==> src/rtl/if_fetch_stage_pkg.sv <==
// -----------------------------------------------------------------------------
// if_fetch_stage_pkg
// Shared definitions for the instruction-fetch stage:
//   RESET_PC / EXC_VECTOR  default fetch and exception entry addresses
//   ST_*                   fetch FSM state encodings
//   redir_sel_e            redirect source, ordered by priority
//   pc_add4()              modulo-2^32 sequential address step
// Optional feature macro used by the stage: IF_ADDR_ALIGN_CHECK_EN.
// -----------------------------------------------------------------------------
package if_fetch_stage_pkg;

   localparam logic [31:0] RESET_PC   = 32'hBFC0_0000;
   localparam logic [31:0] EXC_VECTOR = 32'hBFC0_0380;

   // Fetch FSM state encodings.
   localparam logic [1:0] ST_IDLE = 2'd0;
   localparam logic [1:0] ST_REQ  = 2'd1;
   localparam logic [1:0] ST_WAIT = 2'd2;
   localparam logic [1:0] ST_HOLD = 2'd3;

   // Redirect source; larger value means higher priority.
   typedef enum logic [2:0] {
      RD_NONE   = 3'd0,
      RD_BRANCH = 3'd1,
      RD_JUMP   = 3'd2,
      RD_JR     = 3'd3,
      RD_ERET   = 3'd4,
      RD_EXC    = 3'd5
   } redir_sel_e;

   // Sequential next address; wraps naturally at 2^32.
   function automatic logic [31:0] pc_add4(input logic [31:0] pc);
      return pc + 32'd4;
   endfunction

endpackage

==> src/rtl/if_fetch_stage_if.sv <==
// -----------------------------------------------------------------------------
// if_fetch_stage_if
// SRAM-like instruction bus, single outstanding access.
//   inst_req      fetch -> mem  request
//   inst_addr     fetch -> mem  request address
//   inst_addr_ok  mem -> fetch  address accepted this cycle
//   inst_data_ok  mem -> fetch  read data valid this cycle
//   inst_rdata    mem -> fetch  read data
// master: fetch stage side, slave: memory side.
// -----------------------------------------------------------------------------
interface if_fetch_stage_if;
   logic        inst_req;
   logic [31:0] inst_addr;
   logic        inst_addr_ok;
   logic        inst_data_ok;
   logic [31:0] inst_rdata;

   modport master (
      output inst_req,
      output inst_addr,
      input  inst_addr_ok,
      input  inst_data_ok,
      input  inst_rdata
   );

   modport slave (
      input  inst_req,
      input  inst_addr,
      output inst_addr_ok,
      output inst_data_ok,
      output inst_rdata
   );
endinterface

==> src/rtl/if_fetch_stage_next_pc_sel.sv <==
// -----------------------------------------------------------------------------
// if_next_pc_sel
// Combinational next-PC selection.
//   exception_i / eret_i+epc_i / jump_reg_i+jr_addr_i / jump_i+jump_addr_i /
//   branch_taken_i+branch_addr_i   redirect requests, highest priority first
//   pc_plus4_i                     sequential address
//   redirect_o                     any redirect requested this cycle
//   target_o                       chosen next address (pc_plus4_i if none)
// -----------------------------------------------------------------------------
module if_next_pc_sel #(
   parameter logic [31:0] EXC_VECTOR = if_fetch_stage_pkg::EXC_VECTOR
) (
   input  logic        exception_i,
   input  logic        eret_i,
   input  logic [31:0] epc_i,
   input  logic        jump_reg_i,
   input  logic [31:0] jr_addr_i,
   input  logic        jump_i,
   input  logic [31:0] jump_addr_i,
   input  logic        branch_taken_i,
   input  logic [31:0] branch_addr_i,
   input  logic [31:0] pc_plus4_i,
   output logic        redirect_o,
   output logic [31:0] target_o
);
   import if_fetch_stage_pkg::*;

   redir_sel_e sel_s;

   // Priority encode the redirect sources.
   always_comb begin
      sel_s = RD_NONE;
      if (exception_i) begin
         sel_s = RD_EXC;
      end else if (eret_i) begin
         sel_s = RD_ERET;
      end else if (jump_reg_i) begin
         sel_s = RD_JR;
      end else if (jump_i) begin
         sel_s = RD_JUMP;
      end else if (branch_taken_i) begin
         sel_s = RD_BRANCH;
      end else begin
         sel_s = RD_NONE;
      end
   end

   // Map the selected source to its target address.
   always_comb begin
      target_o   = pc_plus4_i;
      redirect_o = 1'b1;
      case (sel_s)
         RD_EXC:    target_o = EXC_VECTOR;
         RD_ERET:   target_o = epc_i;
         RD_JR:     target_o = jr_addr_i;
         RD_JUMP:   target_o = jump_addr_i;
         RD_BRANCH: target_o = branch_addr_i;
         default: begin
            target_o   = pc_plus4_i;
            redirect_o = 1'b0;
         end
      endcase
   end

endmodule

==> src/rtl/if_fetch_stage.sv <==
// -----------------------------------------------------------------------------
// if_fetch_stage
// MIPS instruction-fetch stage: owns the fetch PC, issues one outstanding
// access on the instruction bus and registers results into the IF/ID boundary.
// Ports:
//   clk, rst                 clock, asynchronous active-high reset
//   stall, flush             hazard control of the IF/ID register
//   exception, eret+epc, jump_reg+jr_addr, jump+jump_addr,
//   branch_taken+branch_addr redirect pulses (priority in that order)
//   inst_bus                 instruction bus (master modport)
//   instr_o, pc_o, pc_plus_4_o, valid_o, adel_o   IF/ID outputs
// Macro IF_ADDR_ALIGN_CHECK_EN: when defined, a misaligned fetch address is not
// requested; an address-error bubble (adel_o=1) is presented instead.
// -----------------------------------------------------------------------------
module if_fetch_stage #(
   parameter logic [31:0] RESET_PC   = if_fetch_stage_pkg::RESET_PC,
   parameter logic [31:0] EXC_VECTOR = if_fetch_stage_pkg::EXC_VECTOR
) (
   input  logic              clk,
   input  logic              rst,
   input  logic              stall,
   input  logic              flush,
   input  logic              exception,
   input  logic              eret,
   input  logic [31:0]       epc,
   input  logic              jump_reg,
   input  logic [31:0]       jr_addr,
   input  logic              jump,
   input  logic [31:0]       jump_addr,
   input  logic              branch_taken,
   input  logic [31:0]       branch_addr,
   if_fetch_stage_if.master  inst_bus,
   output logic [31:0]       instr_o,
   output logic [31:0]       pc_o,
   output logic [31:0]       pc_plus_4_o,
   output logic              valid_o,
   output logic              adel_o
);
   import if_fetch_stage_pkg::*;

   logic [1:0]  state_q, state_d;
   logic [31:0] pc_q, pc_d;
   logic [31:0] inflight_q, inflight_d;
   logic        cancel_q, cancel_d;
   logic [31:0] buf_instr_q, buf_instr_d;
   logic [31:0] buf_pc_q, buf_pc_d;
   logic        adel_sent_q, adel_sent_d;

   logic [31:0] instr_q, pc_out_q, pc4_q;
   logic        valid_q, adel_q;

   logic        redirect_s;
   logic [31:0] target_s;
   logic        misalign_s;
   logic        deliver_s;
   logic [31:0] del_instr_s;
   logic [31:0] del_pc_s;
   logic        del_adel_s;

   if_next_pc_sel #(
      .EXC_VECTOR (EXC_VECTOR)
   ) u_next_pc_sel (
      .exception_i    (exception),
      .eret_i         (eret),
      .epc_i          (epc),
      .jump_reg_i     (jump_reg),
      .jr_addr_i      (jr_addr),
      .jump_i         (jump),
      .jump_addr_i    (jump_addr),
      .branch_taken_i (branch_taken),
      .branch_addr_i  (branch_addr),
      .pc_plus4_i     (pc_add4(pc_q)),
      .redirect_o     (redirect_s),
      .target_o       (target_s)
   );

`ifdef IF_ADDR_ALIGN_CHECK_EN
   assign misalign_s = (state_q == ST_REQ) && (pc_q[1:0] != 2'b00);
`else
   assign misalign_s = 1'b0;
`endif

   assign inst_bus.inst_req  = (state_q == ST_REQ) && !misalign_s;
   assign inst_bus.inst_addr = pc_q;

   // Fetch FSM next-state, PC selection and delivery decision.
   always_comb begin
      state_d     = state_q;
      pc_d        = pc_q;
      inflight_d  = inflight_q;
      cancel_d    = cancel_q;
      buf_instr_d = buf_instr_q;
      buf_pc_d    = buf_pc_q;
      adel_sent_d = adel_sent_q;
      deliver_s   = 1'b0;
      del_instr_s = 32'h0;
      del_pc_s    = pc_q;
      del_adel_s  = 1'b0;
      case (state_q)
         ST_IDLE: begin
            state_d = ST_REQ;
            if (redirect_s) begin
               pc_d = target_s;
            end else begin
               pc_d = pc_q;
            end
         end
         ST_REQ: begin
            if (misalign_s) begin
               // Parked on a bad address: report it once, then wait for a redirect.
               if (redirect_s) begin
                  pc_d        = target_s;
                  adel_sent_d = 1'b0;
               end else if (!stall && !adel_sent_q) begin
                  deliver_s   = 1'b1;
                  del_pc_s    = pc_q;
                  del_adel_s  = 1'b1;
                  adel_sent_d = 1'b1;
               end else begin
                  adel_sent_d = adel_sent_q;
               end
            end else if (inst_bus.inst_addr_ok) begin
               // target_s is pc+4 when no redirect is pending.
               inflight_d = pc_q;
               pc_d       = target_s;
               cancel_d   = redirect_s;
               state_d    = ST_WAIT;
            end else if (redirect_s) begin
               pc_d = target_s;
            end else begin
               pc_d = pc_q;
            end
         end
         ST_WAIT: begin
            if (inst_bus.inst_data_ok) begin
               if (cancel_q || redirect_s) begin
                  cancel_d = 1'b0;
                  state_d  = ST_REQ;
                  if (redirect_s) begin
                     pc_d = target_s;
                  end else begin
                     pc_d = pc_q;
                  end
               end else if (stall) begin
                  buf_instr_d = inst_bus.inst_rdata;
                  buf_pc_d    = inflight_q;
                  state_d     = ST_HOLD;
               end else begin
                  deliver_s   = 1'b1;
                  del_instr_s = inst_bus.inst_rdata;
                  del_pc_s    = inflight_q;
                  state_d     = ST_REQ;
               end
            end else if (redirect_s) begin
               pc_d     = target_s;
               cancel_d = 1'b1;
            end else begin
               pc_d = pc_q;
            end
         end
         ST_HOLD: begin
            if (redirect_s) begin
               pc_d    = target_s;
               state_d = ST_REQ;
            end else if (!stall) begin
               deliver_s   = 1'b1;
               del_instr_s = buf_instr_q;
               del_pc_s    = buf_pc_q;
               state_d     = ST_REQ;
            end else begin
               state_d = ST_HOLD;
            end
         end
         default: begin
            state_d = ST_IDLE;
         end
      endcase
   end

   // Fetch FSM and PC-side registers.
   always_ff @(posedge clk or posedge rst) begin
      if (rst) begin
         state_q     <= ST_IDLE;
         pc_q        <= RESET_PC;
         inflight_q  <= 32'h0;
         cancel_q    <= 1'b0;
         buf_instr_q <= 32'h0;
         buf_pc_q    <= 32'h0;
         adel_sent_q <= 1'b0;
      end else begin
         state_q     <= state_d;
         pc_q        <= pc_d;
         inflight_q  <= inflight_d;
         cancel_q    <= cancel_d;
         buf_instr_q <= buf_instr_d;
         buf_pc_q    <= buf_pc_d;
         adel_sent_q <= adel_sent_d;
      end
   end

   // IF/ID boundary register: stall holds, flush bubbles, else load delivery.
   always_ff @(posedge clk or posedge rst) begin
      if (rst) begin
         instr_q  <= 32'h0;
         pc_out_q <= 32'h0;
         pc4_q    <= 32'h0;
         valid_q  <= 1'b0;
         adel_q   <= 1'b0;
      end else if (stall) begin
         instr_q  <= instr_q;
         pc_out_q <= pc_out_q;
         pc4_q    <= pc4_q;
         valid_q  <= valid_q;
         adel_q   <= adel_q;
      end else if (flush) begin
         valid_q  <= 1'b0;
         adel_q   <= 1'b0;
      end else if (deliver_s) begin
         instr_q  <= del_instr_s;
         pc_out_q <= del_pc_s;
         pc4_q    <= pc_add4(del_pc_s);
         valid_q  <= 1'b1;
         adel_q   <= del_adel_s;
      end else begin
         valid_q  <= 1'b0;
         adel_q   <= 1'b0;
      end
   end

   assign instr_o     = instr_q;
   assign pc_o        = pc_out_q;
   assign pc_plus_4_o = pc4_q;
   assign valid_o     = valid_q;
   assign adel_o      = adel_q;

endmodule

==> src/flat_wrapper.sv <==
// flat-port wrapper written by rule: the top's interface ports become plain ports
module if_fetch_stage_flat import if_fetch_stage_pkg::*;
#(
   parameter logic [31:0] RESET_PC   = if_fetch_stage_pkg::RESET_PC,
   parameter logic [31:0] EXC_VECTOR = if_fetch_stage_pkg::EXC_VECTOR
)
  (clk, rst, stall, flush, exception, eret, epc, jump_reg, jr_addr, jump, jump_addr, branch_taken, branch_addr, instr_o, pc_o, pc_plus_4_o, valid_o, adel_o, inst_bus_inst_req, inst_bus_inst_addr, inst_bus_inst_addr_ok, inst_bus_inst_data_ok, inst_bus_inst_rdata);
  if_fetch_stage_if inst_bus_i ();
  input  logic clk;
  input  logic rst;
  input  logic stall;
  input  logic flush;
  input  logic exception;
  input  logic eret;
  input  logic [31:0] epc;
  input  logic jump_reg;
  input  logic [31:0] jr_addr;
  input  logic jump;
  input  logic [31:0] jump_addr;
  input  logic branch_taken;
  input  logic [31:0] branch_addr;
  output logic [31:0] instr_o;
  output logic [31:0] pc_o;
  output logic [31:0] pc_plus_4_o;
  output logic valid_o;
  output logic adel_o;
  output wire logic [$bits(inst_bus_i.inst_req)-1:0] inst_bus_inst_req;
  output wire logic [$bits(inst_bus_i.inst_addr)-1:0] inst_bus_inst_addr;
  input wire logic [$bits(inst_bus_i.inst_addr_ok)-1:0] inst_bus_inst_addr_ok;
  input wire logic [$bits(inst_bus_i.inst_data_ok)-1:0] inst_bus_inst_data_ok;
  input wire logic [$bits(inst_bus_i.inst_rdata)-1:0] inst_bus_inst_rdata;
  assign inst_bus_inst_req = inst_bus_i.inst_req;
  assign inst_bus_inst_addr = inst_bus_i.inst_addr;
  assign inst_bus_i.inst_addr_ok = inst_bus_inst_addr_ok;
  assign inst_bus_i.inst_data_ok = inst_bus_inst_data_ok;
  assign inst_bus_i.inst_rdata = inst_bus_inst_rdata;
  if_fetch_stage #(.RESET_PC(RESET_PC), .EXC_VECTOR(EXC_VECTOR)) u_core (.clk(clk), .rst(rst), .stall(stall), .flush(flush), .exception(exception), .eret(eret), .epc(epc), .jump_reg(jump_reg), .jr_addr(jr_addr), .jump(jump), .jump_addr(jump_addr), .branch_taken(branch_taken), .branch_addr(branch_addr), .inst_bus(inst_bus_i), .instr_o(instr_o), .pc_o(pc_o), .pc_plus_4_o(pc_plus_4_o), .valid_o(valid_o), .adel_o(adel_o));
endmodule
==> config.mk <==
export PLATFORM = sky130hd
export DESIGN_NAME = if_fetch_stage_flat
export DESIGN_NICKNAME = d
export VERILOG_FILES = /design/src/rtl/if_fetch_stage_pkg.sv /design/src/rtl/if_fetch_stage_if.sv /design/src/rtl/if_fetch_stage_next_pc_sel.sv /design/src/rtl/if_fetch_stage.sv /design/src/flat_wrapper.sv
export SDC_FILE = /design/constraint.sdc
export NUM_CORES = 1
export LEC_CHECK = 0
export ABC_AREA = 1
export ABC_CLOCK_PERIOD_IN_PS = 9000
export BUFFER_PORTS_ARGS = -buffer_cell sky130_fd_sc_hd__buf_2
export CORE_MARGIN = 1.5
export CORE_UTILIZATION = 55
export DETAILED_ROUTE_END_ITERATION = 10
export PLACE_DENSITY = 0.82
export SLEW_MARGIN = 25
export SYNTH_ARGS = -nofsm -noshare
export SYNTH_HDL_FRONTEND = slang
export SYNTH_SLANG_ARGS = --single-unit
==> constraint.sdc <==
create_clock -name clk -period 9 [get_ports clk]
set_input_delay 2.25 -clock clk [delete_from_list [all_inputs] [get_ports clk]]
set_output_delay 2.25 -clock clk [all_outputs]
set_load 0.02 [all_outputs]
==> results.cfg <==
[detailed_routing]
dr_total_vias = 12800
routedWlPerCell_um = 17.8
vias_per_cell = 5.79
drt-met1-wl_mm = 15.9
dr.max_layer_used = met4
dr_wl_met3_mm = 3.88
route.met2.wl_mm = 18.1
drt_iter0_drc = 1102
drc = 0
postRouteAntennaNets = 0
dr.pass1.iters = 6
routed_wl_mm = 39.4

[logic_synthesis]
ys_ff_latch = 226
synth_top_area_share_pct = 43.2
syn_area_um2 = 12600
ys_types = 52
synth_area_leader_cell = dfrtp_1
synthAdderAreaFrac_pct = 0.199
synthArstFlopShare_pct = 100
synthCells = 1660
synth_ff_type = dfrtp_1
synth_edf_count = 0
synth_area_leaders = dfrtp_1 43%, nand2_1 16%, nand3_1 5.6%, nor2_1 4.5%, o21ai_0 4.0%
synthSimpleGateAreaFrac_pct = 33.9
synth.avg_cell_area_um2 = 7.57
synth_top_family_by_area = simple AND/OR/NAND/NOR gates
synth_nets = 1833
ys_warn_count = 0
synth_compound_area_share_pct = 11.5
synth-xor-area-share_pct = 0.209
synthMuxAreaShare_pct = 0.897
synth-seq-area-share_pct = 45.1

[clock_network]
postCtsSetupBuffers = 0
htree_levels = 1
cts.sinks = 226
clk_latency_ns = 0.53
cts_buffer_depth = 3
cts_root_buf = clkbuf_16
postCtsHoldBufs = 0
ctsResizeCount = 0
clk_pin_slew_ns = 0.06
tritoncts = done
cts_buffers = 25

[sta]
tightest_slew_ns = 1.01
setup_viol = 0
fin_crit_sh_pct = 61.4
finalSetupTns_ns = 0
fmax_ghz = 0.181
rsz0062_at_grt = false
min_period_ns = 5.53
hold_violations = 0
maxSlewHeadroom_pct = 31.9
setup_slack_ns = 3.47
drv_slew = 0
clock_skew_ns = 0.00752

[placed_design]
post-place-ws_ns = 2.99
io_buffers = 300
gp_congestion = 0.920
place_hpwl_mm = 27.8

[job]
drv_cap = 0

[worst_setup_path]
path_class = input pin to flop
critPathRequiredTime_ns = 9.38
worst_setup_path_end_kind = flop
crit_path_start_kind = input pin
critPathMaxFanout = 75
crit_arrival_ns = 5.91

[global_routing]
overflow = 0
grt_pass1_vias = 12200
grt_start_max_net_pins = 143
track_usage_pct = 33.0
grt_pass1_wl_mm = 62.7
antenna_found_initial = 0

[pwr]
pwr_density_cell_nw_per_um2 = 187
intPower_mw = 1.90
p_sw_uw = 885
p_clk_share_pct = 37.3
p_leak_nw = 7.75
vdd_drop_max_mv = 0.0956
power_frac_comb_pct = 19.7
pwr-share-seq_pct = 43.0
swShare_pct = 31.8

[final_layout]
antenna_cells = 0
area_growth_pct = 18.6
drive_above_1_share_pct = 23.4
layout.nets = 2081
utilization_pct = 66.2

[worst_hold_path]
min_path_type = flop to flop

[die]
ios = 302
chipHeight_um = 154
die_area_um2 = 23800
die_x_um = 154
rows = 55
start_util_pct = 55.8
core_area_um2 = 22500

[run_status]
outcome = complete, no violations
kinds of logic (layout without fill, tap and decap cells):
kind of cell | count (synthesis) | after routing
AND/OR/NAND/NOR | 940 | 940
AO/OA/AOI/OAI | 241 | 241
buffers and inverters | 237 | 502
flip-flops | 226 | 226
multiplexers | 10 | 10
XOR/XNOR | 3 | 3
adder cells (fa/ha/maj) | 2 | 2
other | 1 | 1
routing by layer:
layer | up-vias | track usage [%]
met4 | 0 | 12.0
li1 | 5965 | -
met2 | 742 | 53.8
met3 | 91 | 6.17
met5 | - | 0
met1 | 5996 | 44.1
power by group through the flow:
stage	Clock, mW	Sequential (mW)	Combinational [mW]
4_1_cts	1.05	1.19	0.542
6_report	1.04	1.20	0.550
3_3_place_gp	0	1.21	0.527
2_1_floorplan	0	1.23	0.318
3_5_place_dp	0	1.21	0.537
5_1_grt	1.09	1.21	0.611
cells in the final DEF (no fill, tap or decap), types with 3 or more instances in the layout:
cell type / instances
a211oi_1: 3
nor4_1: 5
nand2_2: 10
dfstp_2: 9
clkinv_2: 6
buf_4: 13
clkbuf_8: 3
a22oi_1: 4
nand3_2: 17
o21ai_1: 4
inv_1: 130
nand3_1: 140
xor2_1: 3
nand3_4: 5
a221oi_1: 16
inv_2: 8
buf_2: 300
nor2_2: 17
a31oi_1: 39
clkinv_1: 4
a41oi_1: 3
a21oi_1: 39
nand4_1: 40
o211ai_1: 11
nor3_1: 19
nand2_1: 517
bufinv_16: 3
clkbuf_1: 5
mux2_2: 10
o21ai_0: 101
nor2_1: 150
a22o_1: 9
dfrtp_1: 217
nand4_2: 3
clkbuf_16: 25
nor2_4: 8
nor2_8: 3
cell usage after synthesis (9+ instances only):
cell type,n
a21oi_1,39
a221oi_1,16
a22o_1,9
a31oi_1,39
buf_2,27
clkbuf_1,43
dfrtp_1,217
dfstp_2,9
inv_1,131
inv_2,9
mux2_2,10
nand2_1,519
nand3_1,140
nand3_2,17
nand4_1,40
nor2_1,151
nor2_2,16
nor3_1,19
o211ai_1,11
o21ai_0,101
flip-flops by register name, indices dropped and copies added, names as in the netlist, 2 cells and up, named ones only:
name and cells:
u_core.buf_instr_q 32, u_core.buf_pc_q 32, u_core.inflight_q 32, u_core.inst_bus.inst_addr 30
u_core.instr_o 32, u_core.pc_o 32, u_core.pc_plus_4_o 30, u_core.state_q 2
final timing paths:
| check | startpoint | endpoint | slack (ns) | cells after the start |
|---|---|---|---|---|
| setup / recovery | eret | u_core.instr_o[12] | 3.47 | 13 |
| hold / removal | u_core.buf_instr_q[8] | u_core.buf_instr_q[8] | 0.47 | 2 |
| setup reg to reg | u_core.state_q[1] | u_core.instr_o[12] | 5.19 | 9 |
| hold reg to reg | u_core.buf_instr_q[8] | u_core.buf_instr_q[8] | 0.47 | 2 |
| max in group asynchronous | rst | u_core.buf_pc_q[29] | 5.94 | 3 |
| min in group asynchronous | rst | u_core.buf_instr_q[25] | 1.80 | 2 |
stage by stage:
stage	power (mW)	cells	cell area [um2]	hold WS (ns)
after floorplan	1.55	1660	12600	0.442
after global placement	1.73	2166	14100	0.454
after detailed placement	1.75	2166	14100	0.459
after CTS	2.78	2210	14900	0.473
after global routing	2.91	2210	14900	0.482
final	2.79	2210	14900	0.471
area by class of cell:
class | count | area, um2
inverters | 144 | 554
well taps | 285 | 357
flip-flops and latches | 226 | 5670
clock buffers | 33 | 686
clock inverters | 11 | 139
multi-input cells | 1197 | 5890
repair buffers | 314 | 1610
fillers | 1918 | 7600
critical path, cell delays in order:
cell and delay, ns:
buf_2 0.20, nor2_2 0.06, nand2_2 0.13, nor2_8 0.05, inv_2 0.34, nor2_2 0.05
buf_4 0.28, o21ai_4 0.18, buf_4 0.59, clkinv_2 0.96, buf_4 0.58, nor2_1 0.15
a31oi_1 0.06
(Power assumes the default switching activity.)
